`config.mk`:
```
export PLATFORM = sky130hd
export DESIGN_NAME = wb_copy_master_flat
export DESIGN_NICKNAME = d
export VERILOG_FILES = /design/src/rtl/wb_copy_if.sv /design/src/rtl/wb_copy_master.sv /design/src/flat_wrapper.sv
export SDC_FILE = /design/constraint.sdc
export NUM_CORES = 1
export LEC_CHECK = 0
export ABC_AREA = 1
export CORE_MARGIN = 4
export CORE_UTILIZATION = 50
export DETAILED_ROUTE_END_ITERATION = 12
export PLACE_DENSITY = 0.77
export SLEW_MARGIN = 0
export SYNTH_ARGS = -nofsm -noshare
export SYNTH_HDL_FRONTEND = slang
export SYNTH_SLANG_ARGS = --single-unit
```
`constraint.sdc`:
```
create_clock -name wb_clk_i -period 2.13 [get_ports wb_clk_i]
set_input_delay 0.639 -clock wb_clk_i [delete_from_list [all_inputs] [get_ports wb_clk_i]]
set_output_delay 0.639 -clock wb_clk_i [all_outputs]
set_load 0.005 [all_outputs]
```
`src/rtl/wb_copy_if.sv`:
```
// Wishbone classic link between the block-copy initiator (master) and a memory responder (slave).
// Handshake: a request is live while cyc=stb=1. It completes on the rising edge where ack=1 is sampled
// with stb high, and the initiator drops stb at that same edge. An ack seen while stb is low means nothing.
interface wb_copy_if;
    logic        wbm_cyc_o;
    logic        wbm_stb_o;
    logic        wbm_we_o;
    logic [3:0]  wbm_sel_o;
    logic [31:0] wbm_adr_o;
    logic [31:0] wbm_dat_o;
    logic [31:0] wbm_dat_i;
    logic        wbm_ack_i;

    modport master (
        output wbm_cyc_o, wbm_stb_o, wbm_we_o, wbm_sel_o, wbm_adr_o, wbm_dat_o,
        input  wbm_dat_i, wbm_ack_i
    );

    modport slave (
        input  wbm_cyc_o, wbm_stb_o, wbm_we_o, wbm_sel_o, wbm_adr_o, wbm_dat_o,
        output wbm_dat_i, wbm_ack_i
    );
endinterface

```
`src/rtl/wb_copy_master.sv`:
```
// Wishbone classic initiator that copies cfg_len 32-bit words from src to dst as read/write pairs,
// with a per-transfer ack timeout. All outputs come straight from flops.
module wb_copy_master #(
    parameter int LEN_W   = 16,
    parameter int TIMEOUT = 64
) (
    input  logic             wb_clk_i,
    input  logic             wb_rst_i,
    input  logic             cfg_start,
    input  logic [31:0]      cfg_src_adr,
    input  logic [31:0]      cfg_dst_adr,
    input  logic [LEN_W-1:0] cfg_len,
    output logic             busy,
    output logic             done,
    output logic             err,
    output logic [LEN_W-1:0] xfer_cnt,
    output logic [2:0]       dbg_state,
    wb_copy_if.master        wbm
);
    localparam int WAIT_W = $clog2(TIMEOUT);
    localparam logic [WAIT_W-1:0] WAIT_MAX = WAIT_W'(TIMEOUT - 1);

    typedef enum logic [2:0] {S_IDLE, S_RD, S_WR, S_GAP, S_FIN} state_t;

    state_t             state_q, state_d;
    logic [31:0]        src_q, src_d, dst_q, dst_d, data_q, data_d;
    logic [LEN_W-1:0]   rem_q, rem_d, cnt_q, cnt_d;
    logic [WAIT_W-1:0]  wait_q, wait_d;
    logic               busy_q, busy_d, done_q, done_d, err_q, err_d;
    logic               cyc_q, cyc_d, we_q, we_d;
    logic [3:0]         sel_q, sel_d;
    logic [31:0]        adr_q, adr_d, dat_o_q, dat_o_d;

    always_ff @(posedge wb_clk_i) begin
        if (wb_rst_i) begin
            state_q <= S_IDLE;
            src_q   <= '0;
            dst_q   <= '0;
            data_q  <= '0;
            rem_q   <= '0;
            cnt_q   <= '0;
            wait_q  <= '0;
            busy_q  <= 1'b0;
            done_q  <= 1'b0;
            err_q   <= 1'b0;
            cyc_q   <= 1'b0;
            we_q    <= 1'b0;
            sel_q   <= 4'h0;
            adr_q   <= '0;
            dat_o_q <= '0;
        end else begin
            state_q <= state_d;
            src_q   <= src_d;
            dst_q   <= dst_d;
            data_q  <= data_d;
            rem_q   <= rem_d;
            cnt_q   <= cnt_d;
            wait_q  <= wait_d;
            busy_q  <= busy_d;
            done_q  <= done_d;
            err_q   <= err_d;
            cyc_q   <= cyc_d;
            we_q    <= we_d;
            sel_q   <= sel_d;
            adr_q   <= adr_d;
            dat_o_q <= dat_o_d;
        end
    end

    always_comb begin
        state_d = state_q;
        src_d   = src_q;
        dst_d   = dst_q;
        data_d  = data_q;
        rem_d   = rem_q;
        cnt_d   = cnt_q;
        wait_d  = wait_q;
        busy_d  = busy_q;
        done_d  = done_q;
        err_d   = err_q;
        cyc_d   = cyc_q;
        we_d    = we_q;
        sel_d   = sel_q;
        adr_d   = adr_q;
        dat_o_d = dat_o_q;

        case (state_q)
            S_IDLE: begin
                if (cfg_start) begin
                    src_d  = cfg_src_adr & 32'hFFFF_FFFC;
                    dst_d  = cfg_dst_adr & 32'hFFFF_FFFC;
                    rem_d  = cfg_len;
                    err_d  = 1'b0;
                    cnt_d  = '0;
                    busy_d = 1'b1;
                    if (cfg_len == '0) begin
                        state_d = S_FIN;
                    end else begin
                        state_d = S_RD;
                        cyc_d   = 1'b1;
                        we_d    = 1'b0;
                        sel_d   = 4'hF;
                        adr_d   = cfg_src_adr & 32'hFFFF_FFFC;
                        wait_d  = '0;
                    end
                end
            end
            S_RD: begin
                // ack wins over a timeout expiring on the same edge
                if (cyc_q && wbm.wbm_ack_i) begin
                    data_d  = wbm.wbm_dat_i;
                    cyc_d   = 1'b0;
                    sel_d   = 4'h0;
                    state_d = S_WR;
                end else if (cyc_q && wait_q == WAIT_MAX) begin
                    cyc_d   = 1'b0;
                    sel_d   = 4'h0;
                    err_d   = 1'b1;
                    state_d = S_FIN;
                end else if (cyc_q) begin
                    wait_d = wait_q + WAIT_W'(1);
                end
            end
            S_WR: begin
                // First WR cycle is the bus-idle gap after the read ack; the write request starts after it.
                if (!cyc_q) begin
                    cyc_d   = 1'b1;
                    we_d    = 1'b1;
                    sel_d   = 4'hF;
                    adr_d   = dst_q;
                    dat_o_d = data_q;
                    wait_d  = '0;
                end else if (wbm.wbm_ack_i) begin
                    cnt_d   = cnt_q + LEN_W'(1);
                    src_d   = src_q + 32'd4;
                    dst_d   = dst_q + 32'd4;
                    rem_d   = rem_q - LEN_W'(1);
                    cyc_d   = 1'b0;
                    we_d    = 1'b0;
                    sel_d   = 4'h0;
                    state_d = S_GAP;
                end else if (wait_q == WAIT_MAX) begin
                    cyc_d   = 1'b0;
                    we_d    = 1'b0;
                    sel_d   = 4'h0;
                    err_d   = 1'b1;
                    state_d = S_FIN;
                end else begin
                    wait_d = wait_q + WAIT_W'(1);
                end
            end
            S_GAP: begin
                if (rem_q == '0) begin
                    state_d = S_FIN;
                end else begin
                    state_d = S_RD;
                    cyc_d   = 1'b1;
                    we_d    = 1'b0;
                    sel_d   = 4'hF;
                    adr_d   = src_q;
                    wait_d  = '0;
                end
            end
            S_FIN: begin
                // done is high for one cycle; busy falls on the edge that ends it
                if (!done_q) begin
                    done_d = 1'b1;
                end else begin
                    done_d  = 1'b0;
                    busy_d  = 1'b0;
                    state_d = S_IDLE;
                end
            end
            default: state_d = S_IDLE;
        endcase
    end

    assign busy          = busy_q;
    assign done          = done_q;
    assign err           = err_q;
    assign xfer_cnt      = cnt_q;
    assign dbg_state     = state_q;
    assign wbm.wbm_cyc_o = cyc_q;
    assign wbm.wbm_stb_o = cyc_q;
    assign wbm.wbm_we_o  = we_q;
    assign wbm.wbm_sel_o = sel_q;
    assign wbm.wbm_adr_o = adr_q;
    assign wbm.wbm_dat_o = dat_o_q;
endmodule
```
`src/flat_wrapper.sv`:
```
// flat-port wrapper written by rule: the top's interface ports become plain ports
module wb_copy_master_flat 
#(
    parameter int LEN_W   = 16,
    parameter int TIMEOUT = 64
)
  (wb_clk_i, wb_rst_i, cfg_start, cfg_src_adr, cfg_dst_adr, cfg_len, busy, done, err, xfer_cnt, dbg_state, wbm_wbm_cyc_o, wbm_wbm_stb_o, wbm_wbm_we_o, wbm_wbm_sel_o, wbm_wbm_adr_o, wbm_wbm_dat_o, wbm_wbm_dat_i, wbm_wbm_ack_i);
  wb_copy_if wbm_i ();
  input  logic wb_clk_i;
  input  logic wb_rst_i;
  input  logic cfg_start;
  input  logic [31:0] cfg_src_adr;
  input  logic [31:0] cfg_dst_adr;
  input  logic [LEN_W-1:0] cfg_len;
  output logic busy;
  output logic done;
  output logic err;
  output logic [LEN_W-1:0] xfer_cnt;
  output logic [2:0] dbg_state;
  output wire logic [$bits(wbm_i.wbm_cyc_o)-1:0] wbm_wbm_cyc_o;
  output wire logic [$bits(wbm_i.wbm_stb_o)-1:0] wbm_wbm_stb_o;
  output wire logic [$bits(wbm_i.wbm_we_o)-1:0] wbm_wbm_we_o;
  output wire logic [$bits(wbm_i.wbm_sel_o)-1:0] wbm_wbm_sel_o;
  output wire logic [$bits(wbm_i.wbm_adr_o)-1:0] wbm_wbm_adr_o;
  output wire logic [$bits(wbm_i.wbm_dat_o)-1:0] wbm_wbm_dat_o;
  input wire logic [$bits(wbm_i.wbm_dat_i)-1:0] wbm_wbm_dat_i;
  input wire logic [$bits(wbm_i.wbm_ack_i)-1:0] wbm_wbm_ack_i;
  assign wbm_wbm_cyc_o = wbm_i.wbm_cyc_o;
  assign wbm_wbm_stb_o = wbm_i.wbm_stb_o;
  assign wbm_wbm_we_o = wbm_i.wbm_we_o;
  assign wbm_wbm_sel_o = wbm_i.wbm_sel_o;
  assign wbm_wbm_adr_o = wbm_i.wbm_adr_o;
  assign wbm_wbm_dat_o = wbm_i.wbm_dat_o;
  assign wbm_i.wbm_dat_i = wbm_wbm_dat_i;
  assign wbm_i.wbm_ack_i = wbm_wbm_ack_i;
  wb_copy_master #(.LEN_W(LEN_W), .TIMEOUT(TIMEOUT)) u_core (.wb_clk_i(wb_clk_i), .wb_rst_i(wb_rst_i), .cfg_start(cfg_start), .cfg_src_adr(cfg_src_adr), .cfg_dst_adr(cfg_dst_adr), .cfg_len(cfg_len), .busy(busy), .done(done), .err(err), .xfer_cnt(xfer_cnt), .dbg_state(dbg_state), .wbm(wbm_i));
endmodule
```
Word level (Yosys, flattened, before mapping)
Index checks and enable logic that the tools add are counted.
Storage, ports and cells
  logic and storage cells: 142
  register bits: 210
Cells by class
  reductions and logical operators: 21
  equality and inequality tests: 23
  muxes and demuxes: 77
  add/sub/neg operators: 5
  bitwise logic cells: 1
Operator list (number)
  $mux W32: 10
  $pmux W32 S2: 2
  $mux W16: 6
  $pmux W32 S3: 1
  $add A32 B3 Y32 const B: 2
  $pmux W16 S2: 2
  $mux W6: 9
  $logic_not A16 Y1: 2
  $mux W4: 8
  $mux W3: 9
  $pmux W6 S4: 1
  $mux W1: 23
  $reduce_and A5 Y1: 4
  $add A16 B1 Y16 const B: 1
  $ne A2 B2 Y1 const B: 8
  $pmux W4 S4: 1
  $sub A16 B1 Y16 const B: 1
  $pmux W3 S5: 1
  $ne A2 B1 Y1 const B: 5
  $reduce_and A9 Y1: 1
  $reduce_and A7 Y1: 1
  $add A6 B1 Y6 const B: 1
  $eq A3 B2 Y1 const B: 2
  $eq A6 B6 Y1 const B: 1
  19 further kinds: 25

Logic depth before layout (Yosys ltp)
  depth in word-level cells: 5
  gate-level depth with buffers: 12

Least setup slack after synthesis
No wires, ideal clock.
  path kind: reg2reg
  from: reg u_core.dst_q[2]
  to: reg u_core.dst_q[24]
  buffers on the path: 1
  data required time: 2.015 ns
  setup slack: 0.452 ns
  arrival: 1.564 ns
  library setup time: 0.115 ns
  stages on the path, launching flop included: 12
  cell sequence: dfxtp_1 -> ha_1 -> nand3_1 -> nor2_1 -> nand3_1 -> nor2_1 -> buf_2 -> nand3_1 -> nand2_1 -> nand2_1 -> nor2_1 -> nor2_1
On the way
  cells in the longest elaborated chain, start to end: 4
RTL lines
  start: declaration: line wb_copy_master.sv:26  | logic [31:0] src_q, src_d, dst_q, dst_d, data_q, data_d;
  start signal: assignment: line wb_copy_master.sv:54  | dst_q <= dst_d;
  $add A32 B3 Y32: line wb_copy_master.sv:136  | dst_d = dst_q + 32'd4;
  $mux W32: line wb_copy_master.sv:133  | end else if (wbm.wbm_ack_i) begin
  $mux W32: line wb_copy_master.sv:126  | if (!cyc_q) begin
  $pmux W32 S2: line wb_copy_master.sv:87  | case (state_q)
No other way between the ends. The select of a mux whose other input is x is not followed.
A chain may end at the register's enable or synchronous reset.

Final worst setup path
  from: reg u_core.state_q[2] (netlist: u_core.dbg_state[2])
  to: out dbg_state[2]
RTL lines
  start: declaration: line wb_copy_master.sv:25  | state_t state_q, state_d;
  start signal: assignment: line wb_copy_master.sv:52  | state_q <= state_d;
  end: declaration: line flat_wrapper.sv:19  | output logic [2:0] dbg_state;
No word-level cell between the ends.

==> flow_summary.yaml <==
finish:
  num-nets-final: 2176
  layout_commonest_cell: "nand2_1"
  final_area_um2: 14800
  drive_gt1_frac: 0.0758
  final_cell_mix: "nand2_1 (561), nor2_1 (264), clkdlybuf4s50_1 (203)"
  fillerInstances: 1967
  areaGrowthSynthToFinish_pct: 30.3
routing:
  drt-pass1-iter-count: 6
  drt-initial-drc-count: 1054
  drc: 0
  route.vias.total: 12700
  wl_per_cell_um: 15.3
  wirelength_um: 35900
  ant_nets: 0
  via_per_inst: 5.42
power:
  p_seq_frac: 0.337
  clkPwrFrac: 0.233
  p_int_mw: 10.1
  vdd_drop_max_uv: 762
  p_leak_nw: 5.88
  p_per_area_nw_per_um2: 1140
  p_switching_mw: 6.75
  switching_share: 0.401
  combPwrFrac: 0.430
logic_synthesis:
  syn_area_um2: 11300
  avgSynthCellArea_um2: 6.13
  synth_cells: 1848
  ys_warn_count: 0
  ys_seq_area_frac: 0.357
  ys.flop_type: "dfxtp_1"
  ys_ff_latch: 202
  async_flop_share: 0
  syn-num-nets: 1970
  synth_edf_count: 0
  synth_cell_type_count: 40
sta:
  worst_slew_margin_rel: 0.592
  hold_viol: 0
  setup_viol: 0
  fin_ws_ps: 40.2
  max_freq_mhz: 479
  hold_ws_ps: 460
  slew_violations: 0
  rsz0062_at_grt: "no"
  worst_slew_pin_slew_ps: 612
  period_share: 0.981
  clock_skew_ps: 20.1
  min_period_ps: 2090
cts:
  clockBufferDepth: 3
  root_buffer: "clkbuf_16"
  htree_levels: 1
  ctsHoldBuffers: 0
  cts_tree: "yes"
  numCtsBuffers: 23
  cts_sinks: 202
  clkTransAtPathRegs_ps: 60
  worstSkewPairLatency_ps: 520
status:
  outcome: "finished, final reports clean"
worst_setup_path:
  cp_max_fo: 6
  cpPeakStageDelay_ps: 530
  cpMaxStageDelayCell: "clkdlybuf4s50_1"
  cp.required_ps: 1490
  end_kind: "output port"
  crit_buf_inv: 1
  critPathLaunchType: "flop"
  cp_cell_sequence: "clkdlybuf4s50_1"
  path_delay_family: "buffers and inverters"
  path_class: "flop to output port"
  crit_arrival_ps: 1450
floorplan:
  rows: 54
  die_h_um: 159
  pin_count: 209
  die_w_um: 159
  start_util: 0.514
  dieArea_um2: 25100
  core_um2: 22000
placement:
  preCtsSetupSlack_ps: -344
  place_area_um2: 14000
  port_buffers: 204
  place.gp.congestion: 0.969
  hpwl_um: 25300
hold_path:
  hold_class: "flop to flop"
grt:
  grt_pass1_vias: 11700
  track_usage: 0.276
  grt_max_degree: 121
  grt_overflow: 0
  grt_pass1_wl_um: 57700
  antenna_found_initial: 1
run:
  cap_violations: 0
-- worst paths after layout --
kind              cells after the start                                     to  slack, ps                             startpoint
hold reg to reg                       2  u_core.wbm.wbm_dat_o[25]$_SDFFE_PP0P_        460  u_core.wbm.wbm_dat_o[25]$_SDFFE_PP0P_
setup reg to reg                     10          u_core.rem_q[15]$_SDFFE_PP0P_        150       u_core.dbg_state[2]$_SDFFE_PP0P_
setup / recovery                      1                           dbg_state[2]         40       u_core.dbg_state[2]$_SDFFE_PP0P_
hold / removal                        2  u_core.wbm.wbm_dat_o[25]$_SDFFE_PP0P_        460  u_core.wbm.wbm_dat_o[25]$_SDFFE_PP0P_
-- registers in the layout, summed over array words and instances, names as in the netlist, 3 cells and up --
| name | count |
|---|---|
| u_core.data_q | 32 |
| u_core.dbg_state | 3 |
| u_core.dst_q | 30 |
| u_core.rem_q | 16 |
| u_core.src_q | 30 |
| u_core.wait_q | 6 |
| u_core.wbm.wbm_adr_o | 31 |
| u_core.wbm.wbm_dat_o | 32 |
| u_core.xfer_cnt | 16 |
-- layout make-up --
cell class	instances	area, µm²	share of cell area
antenna	1	2.50	0.000169
clock buffer	34	677	0.0458
clock inverter	7	66.3	0.00449
inverter	172	646	0.0437
multi-input combinational	1371	6160	0.417
sequential	202	4070	0.275
tap	280	350	0.0237
timing repair buffer	284	2790	0.189
-- cell families (layout without fill, tap and decap cells) --
logic type | Yosys count | after routing | synth area share
AND/OR/NAND/NOR | 1045 | 1045 | 0.377
AO/OA/AOI/OAI | 316 | 316 | 0.155
XOR/XNOR | 4 | 4 | 0.00309
flip-flops | 202 | 202 | 0.357
adder cells (fa/ha/maj) | 6 | 6 | 0.00663
other | 0 | 1 | 0
buffers and inverters | 275 | 497 | 0.102
-- power groups by stage --
stage	sequential [mW]	combinational (mW)	clock [mW]
5_1_grt	5.80	8.12	4.13
3_5_place_dp	5.72	7.14	0
6_report	5.68	7.26	3.92
4_1_cts	5.66	7.20	3.99
3_3_place_gp	5.69	6.99	0
2_1_floorplan	5.50	4.60	0
-- cell usage after synthesis, types with 10 or more instances --
master | number | area [µm²]
o21ai_1 | 48 | 240
o221ai_1 | 20 | 175
a21oi_1 | 162 | 811
buf_4 | 12 | 90.1
o21ai_0 | 49 | 245
nand3_1 | 144 | 721
nor3_1 | 20 | 100
clkbuf_1 | 46 | 173
nor2_1 | 269 | 1010
nand4_1 | 31 | 194
nand3b_1 | 10 | 75.1
buf_2 | 32 | 160
nand2_1 | 563 | 2110
dfxtp_1 | 202 | 4040
inv_1 | 162 | 608
-- through the flow --
stage	util	std cells	power [mW]	TNS, ps
global placement	0.634	2307	12.7	-15300
detailed placement	0.634	2307	12.9	-18380
global route	0.670	2351	18.0	0
floorplan	-	1848	10.1	0
CTS	0.669	2349	16.8	0
finish	0.670	2351	16.9	0
-- per-layer routing --
layer / global-route usage / share of wire / vias up
met3: 0.0492 / 0.097 / 48
li1: - / - / 6394
met4: 0.0585 / 0.019 / 0
met2: 0.454 / 0.46 / 521
met1: 0.382 / 0.43 / 5769
met5: 0 / 0 / -
-- what timing repair did --
item | 4_1_cts | 5_1_grt
setup endpoints to repair | 8 | 50
setup buffers | 1 | 1
pin swaps | 0 | 0
hold endpoints to repair | 0 | 0
gates resized for setup | 8 | 13
No activity file was read; power rests on OpenSTA's default activity.
==> patch 1: new RTL, same settings <==
Make the reset (`wb_rst_i`) asynchronous in one clocked block.
--- a/src/rtl/wb_copy_master.sv
+++ b/src/rtl/wb_copy_master.sv
@@ -32,5 +32,5 @@
     logic [31:0]        adr_q, adr_d, dat_o_q, dat_o_d;
 
-    always_ff @(posedge wb_clk_i) begin
+    always_ff @(posedge wb_clk_i or posedge wb_rst_i) begin
         if (wb_rst_i) begin
             state_q <= S_IDLE;
Check against the original RTL: differs if wb_rst_i is asserted again (counterexample within 4 cycles, from zero or initial values and one cycle with wb_rst_i high); with wb_rst_i held inactive, the same outputs for 4 cycles.
==> patch 1 against the unedited design <==
- worst setup slack lost 0.0064 ns
- final area grew 3.7%
- fmax shrank 0.30%
- cell count shrank 9.5%
- sequential cell count is the same
- synthesized area grew 2.1%
- wire length shrank 5.7%
- power grew 17%
- combinational power grew 24%
- count of clock-buffer cells in the layout shrank 3
- synthesized cell count shrank 15%
- die area grew 2.0%
- critical endpoint is now xfer_cnt[6]
- largest cell class unchanged
==> patch 1: results (changes against the unedited design) <==
First-pass GRT wire length: 56,000 um (-3.0%)
Post-CTS sizing: 11 (+3)
Top cells by count, synth: nand2_1 (460), dfrtp_1 (202), nor2_1 (184)
Syn Nets: 1,701 (-14%)
Initial antenna violation count: 0 (-1)
Postcts setup bufs: 5 (+4)
Post-synthesis sequential area ratio: 0.437 (+0.0802)
Clk_skew: 0.00871 ns (-0.0114 ns)
# diodes: 0 (-1)
Clk_lat worst skew: 0.52 ns (about the same)
Post-DP HPWL: 24,300 um (-4.0%)
Peak VDD IR: 0.934 mV (+23%)
Synth unique cells: 35 (-13%)
Post-route insts no fill: 2,127 (-9.5%)
Async SR Flop Fraction: 1.00 (+1.00)
Nets: 1,948 (-10%)
Rel. slew slack: 0.581 (-0.0108)
Crit-path leading delay family: buffers and inverters
RD Place Congestion: 0.996 (+2.8%)
Top_reg_cell synth: dfrtp_1
Vias in the first global route: 11,400 (-3.2%)
Reg2Reg Depth: 11 (+1)
Status: complete, no violations
Layout cells sized above 1: 0.111 (+0.0349)
Seq. pwr: 6770 uW (+19%)
Min-Delay Path Class: input pin to asynchronous set/reset pin
Comb power frac: 0.454 (+0.024)
Pre-CTS setup slack: -0.174 ns (+0.170 ns)
Pwr Density: 1290 nW/um^2 (+13%)
Filler cells: 1,899 (-3.5%)
Largest cells by area after synthesis: dfrtp_1 (44%), nand2_1 (15%), nor2_1 (6.0%)
Initial drt markers: 1,063 (+0.85%)
DP Area: 14,400 um^2 (+3.4%)
Final wirelength: 33,900 um (-5.7%)
-- patch 1: cell count changes after synthesis, sizes merged, moves of 54 or more --
cell	before	now
nor2	271	189
a21oi	162	48
dfxtp	202	0
nand2	564	462
mux2	0	54
dfrtp	0	202
-- patch 1: final cells by class --
cell class	instances	area [um^2]	area share
sequential	202	5060	0.331
timing repair buffer	295	2940	0.192
inverter	170	644	0.0421
tap	285	357	0.0233
clock inverter	10	114	0.00744
multi-input combinational	1134	5540	0.362
clock buffer	31	646	0.0422
-- patch 1: worst paths after layout --
path / slack [ns] / start / to
setup reg to reg: 0.15 / u_core.dbg_state[2] / u_core.xfer_cnt[10]
hold / removal: 0.45 / wb_rst_i / u_core.rem_q[4]
hold reg to reg: 0.48 / u_core.data_q[4] / u_core.data_q[4]
max in group asynchronous: 1.12 / wb_rst_i / u_core.wbm.wbm_dat_o[10]
setup / recovery: 0.03 / u_core.xfer_cnt[6] / xfer_cnt[6]
min in group wb_clk_i: 0.48 / u_core.data_q[4] / u_core.data_q[4]
-- patch 1: routing by layer --
| metal | vias up | track usage | share of wire |
|---|---|---|---|
| li1 | 5635 | - | - |
| met1 | 5376 | 0.333 | 0.41 |
| met2 | 464 | 0.433 | 0.46 |
| met4 | 0 | 0.0884 | 0.035 |
| met5 | - | 0 | 0 |
| met3 | 75 | 0.0645 | 0.093 |
-- patch 1: kinds of logic (layout without fill, tap and decap cells) --
kind of cell / Yosys count / after routing / share of synthesized area
and+or+nand+nor: 814 / 814 / 0.289
xor gates and xnor gates: 13 / 13 / 0.00985
muxes: 54 / 54 / 0.0526
AOI/OAI and AO/OA: 247 / 247 / 0.119
buffers and inverters: 243 / 506 / 0.0862
DFF: 202 / 202 / 0.437
adders and majority gates: 6 / 6 / 0.00649
==> patch 2: new RTL, config.mk and constraints unchanged <==
Made on the original files. `TIMEOUT` is set to 64 in 2 places; all go to 128.
--- a/src/rtl/wb_copy_master.sv
+++ b/src/rtl/wb_copy_master.sv
@@ -3,5 +3,5 @@
 module wb_copy_master #(
     parameter int LEN_W   = 16,
-    parameter int TIMEOUT = 64
+    parameter int TIMEOUT = 128
 ) (
     input  logic             wb_clk_i,
--- a/src/flat_wrapper.sv
+++ b/src/flat_wrapper.sv
@@ -3,5 +3,5 @@
 #(
     parameter int LEN_W   = 16,
-    parameter int TIMEOUT = 64
+    parameter int TIMEOUT = 128
 )
   (wb_clk_i, wb_rst_i, cfg_start, cfg_src_adr, cfg_dst_adr, cfg_len, busy, done, err, xfer_cnt, dbg_state, wbm_wbm_cyc_o, wbm_wbm_stb_o, wbm_wbm_we_o, wbm_wbm_sel_o, wbm_wbm_adr_o, wbm_wbm_dat_o, wbm_wbm_dat_i, wbm_wbm_ack_i);
Function: same outputs for any inputs over 4 cycles, from zero or initial values and one cycle with wb_rst_i high; that may be too few to reach the edited logic, so the function may still have changed.
==> patch 2 against the unedited design <==
- count of clock-buffer cells in the layout decreased by 5
- power grew 33%
- synthesized area down 1.6%
- final area rose by 0.61%
- clock power increased by 17%
- via count fell by 0.91%
- worst setup slack improved by 0.011 ns
- wire length up 4.0%
- sequential cell count up 1
==> patch 2: results (changes against the unedited design) <==
Synth unique cells: 43 (+7.5%)
Peak VDD IR: 0.829 mV (+8.9%)
Clk_skew: 0.00677 ns (-0.0133 ns)
Vias in the first global route: 11,700 (-0.24%)
First-pass GRT wire length: 58,200 um (+0.84%)
GRT Overall Usage: 0.286 (+0.00978)
WL/cell: 16.3 um (+6.8%)
# diodes: 0 (-1)
Layout cells sized above 1: 0.0872 (+0.0113)
Via Count: 12,600 (-0.91%)
H-Tree Depth: 1 (unchanged)
RD Place Congestion: 0.953 (-1.7%)
Async SR Flop Fraction: 0 (unchanged)
Postcts setup bufs: 0 (-1)
Min-Delay Path Class: register to register
Syn Inst Count: 1,776 (-3.9%)
Top_reg_cell synth: dfxtp_1
Initial drt markers: 903 (-14%)
WP buf/inv: 1 (unchanged)
Top cells by count, synth: nand2_1 (497), nor2_1 (256), dfxtp_1 (203)
Leak: 0.00598 uW (+1.7%)
Status: complete, no violations
Post-synthesis sequential area ratio: 0.364 (+0.00752)
Nets: 2,115 (-2.8%)
Largest cells by area after synthesis: dfxtp_1 (36%), nand2_1 (17%), nor2_1 (8.6%)
Post-route insts no fill: 2,288 (-2.7%)
Clock buffers created by TritonCTS: 23 (unchanged)
Initial antenna violation count: 0 (-1)
Slowest CP cell: clkdlybuf4s50_1
Largest net degree at the start of global routing: 105 (-13%)
Internal power: 12,800 uW (+27%)
# setup viols final: 0 (unchanged)
Placed Cells: 2,246 (-2.6%)
Syn Nets: 1,898 (-3.7%)
Synth Warn #: 0 (unchanged)
Clock Path Buffers: 3 (unchanged)
Crit-path max FO: 2 (-4)
CP Data Arrival Time: 1.44 ns
# port buffers: 204 (unchanged)
Rel. slew slack: 0.648 (+0.0556)
Crit-path leading delay family: buffers and inverters
Post-DP HPWL: 25,900 um (+2.6%)
==> patch 2: changes by cell type in the layout (fill, tap and decap cells not counted), moves of 6 or more <==
cell | before | now
a21oi_1 | 162 | 153
a22oi_1 | 3 | 9
bufinv_16 | 1 | 7
inv_1 | 161 | 147
nand2_1 | 561 | 497
nand3_1 | 144 | 106
nand4_1 | 31 | 47
nor2_1 | 264 | 252
o21ai_0 | 49 | 136
o21ai_1 | 48 | 3
o221ai_1 | 20 | 14
==> patch 2: path summary, 6_finish.rpt <==
kind	start	endpoint	slack, ns	depth (start not counted)
max	u_core.wbm.wbm_adr_o[14]	wbm_wbm_adr_o[14]	0.05	1
min	u_core.data_q[20]	u_core.data_q[20]	0.45	2
max reg2reg	u_core.src_q[4]	u_core.src_q[19]	0.20	8
min reg2reg	u_core.data_q[20]	u_core.data_q[20]	0.45	2
==> patch 2: area by class of cell <==
class                           count  area [um^2]
Clock inverter                     11          236
Inverter                          157          589
Timing Repair Buffer              290         2900
Sequential cell                   203         4090
Fill cell                        1971         7040
Tap cell                          280          350
Clock buffer                       29          628
Multi-Input combinational cell   1318         6060
==> patch 2: logic make-up (layout without fill, tap and decap cells) <==
| family | after synthesis | after routing | share of synthesized area |
|---|---|---|---|
| AOI/OAI and AO/OA | 359 | 359 | 0.179 |
| DFF | 203 | 203 | 0.364 |
| adders and majority gates | 6 | 6 | 0.00673 |
| and+or+nand+nor | 946 | 946 | 0.350 |
| buffers and inverters | 255 | 487 | 0.0944 |
| xor gates and xnor gates | 7 | 7 | 0.00550 |
==> patch 2: power by group through the flow <==
stage / registers (uW) / clock network (uW) / logic (uW)
floorplan: 5980 / 0 / 7040
global placement: 6220 / 0 / 10900
detailed placement: 6240 / 0 / 11100
CTS: 6200 / 4640 / 11200
global route: 6380 / 4800 / 12900
finish: 6260 / 4580 / 11700
==> patch 2: per-layer routing <==
| metal | vias to the layer above | track usage | part of all wire | routed length, um |
|---|---|---|---|---|
| li1 | 6249 | - | - | - |
| met3 | 95 | 0.0698 | 0.10 | 3910 |
| met1 | 5722 | 0.377 | 0.41 | 15300 |
| met4 | 0 | 0.100 | 0.035 | 1290 |
| met2 | 550 | 0.459 | 0.45 | 16800 |
| met5 | - | 0 | 0 | 0 |
==> patch 2: repair_timing <==
item                       CTS  global route
setup endpoints to repair   16            46
gates cloned                 0             2
resized for setup           14            13
hold endpoints to repair     0             0
==> patch 2: stage by stage <==
stage	total power [uW]	cell area, um^2	setup WS [ns]	setup TNS (ns)
after floorplan	13000	11100	0.414	0
after global placement	17100	13900	-0.349	-18.25
after detailed placement	17400	13900	-0.353	-20.12
after CTS	22100	14800	0.00530	0
after global routing	24100	14900	0.00157	0
final	22500	14900	0.0512	0
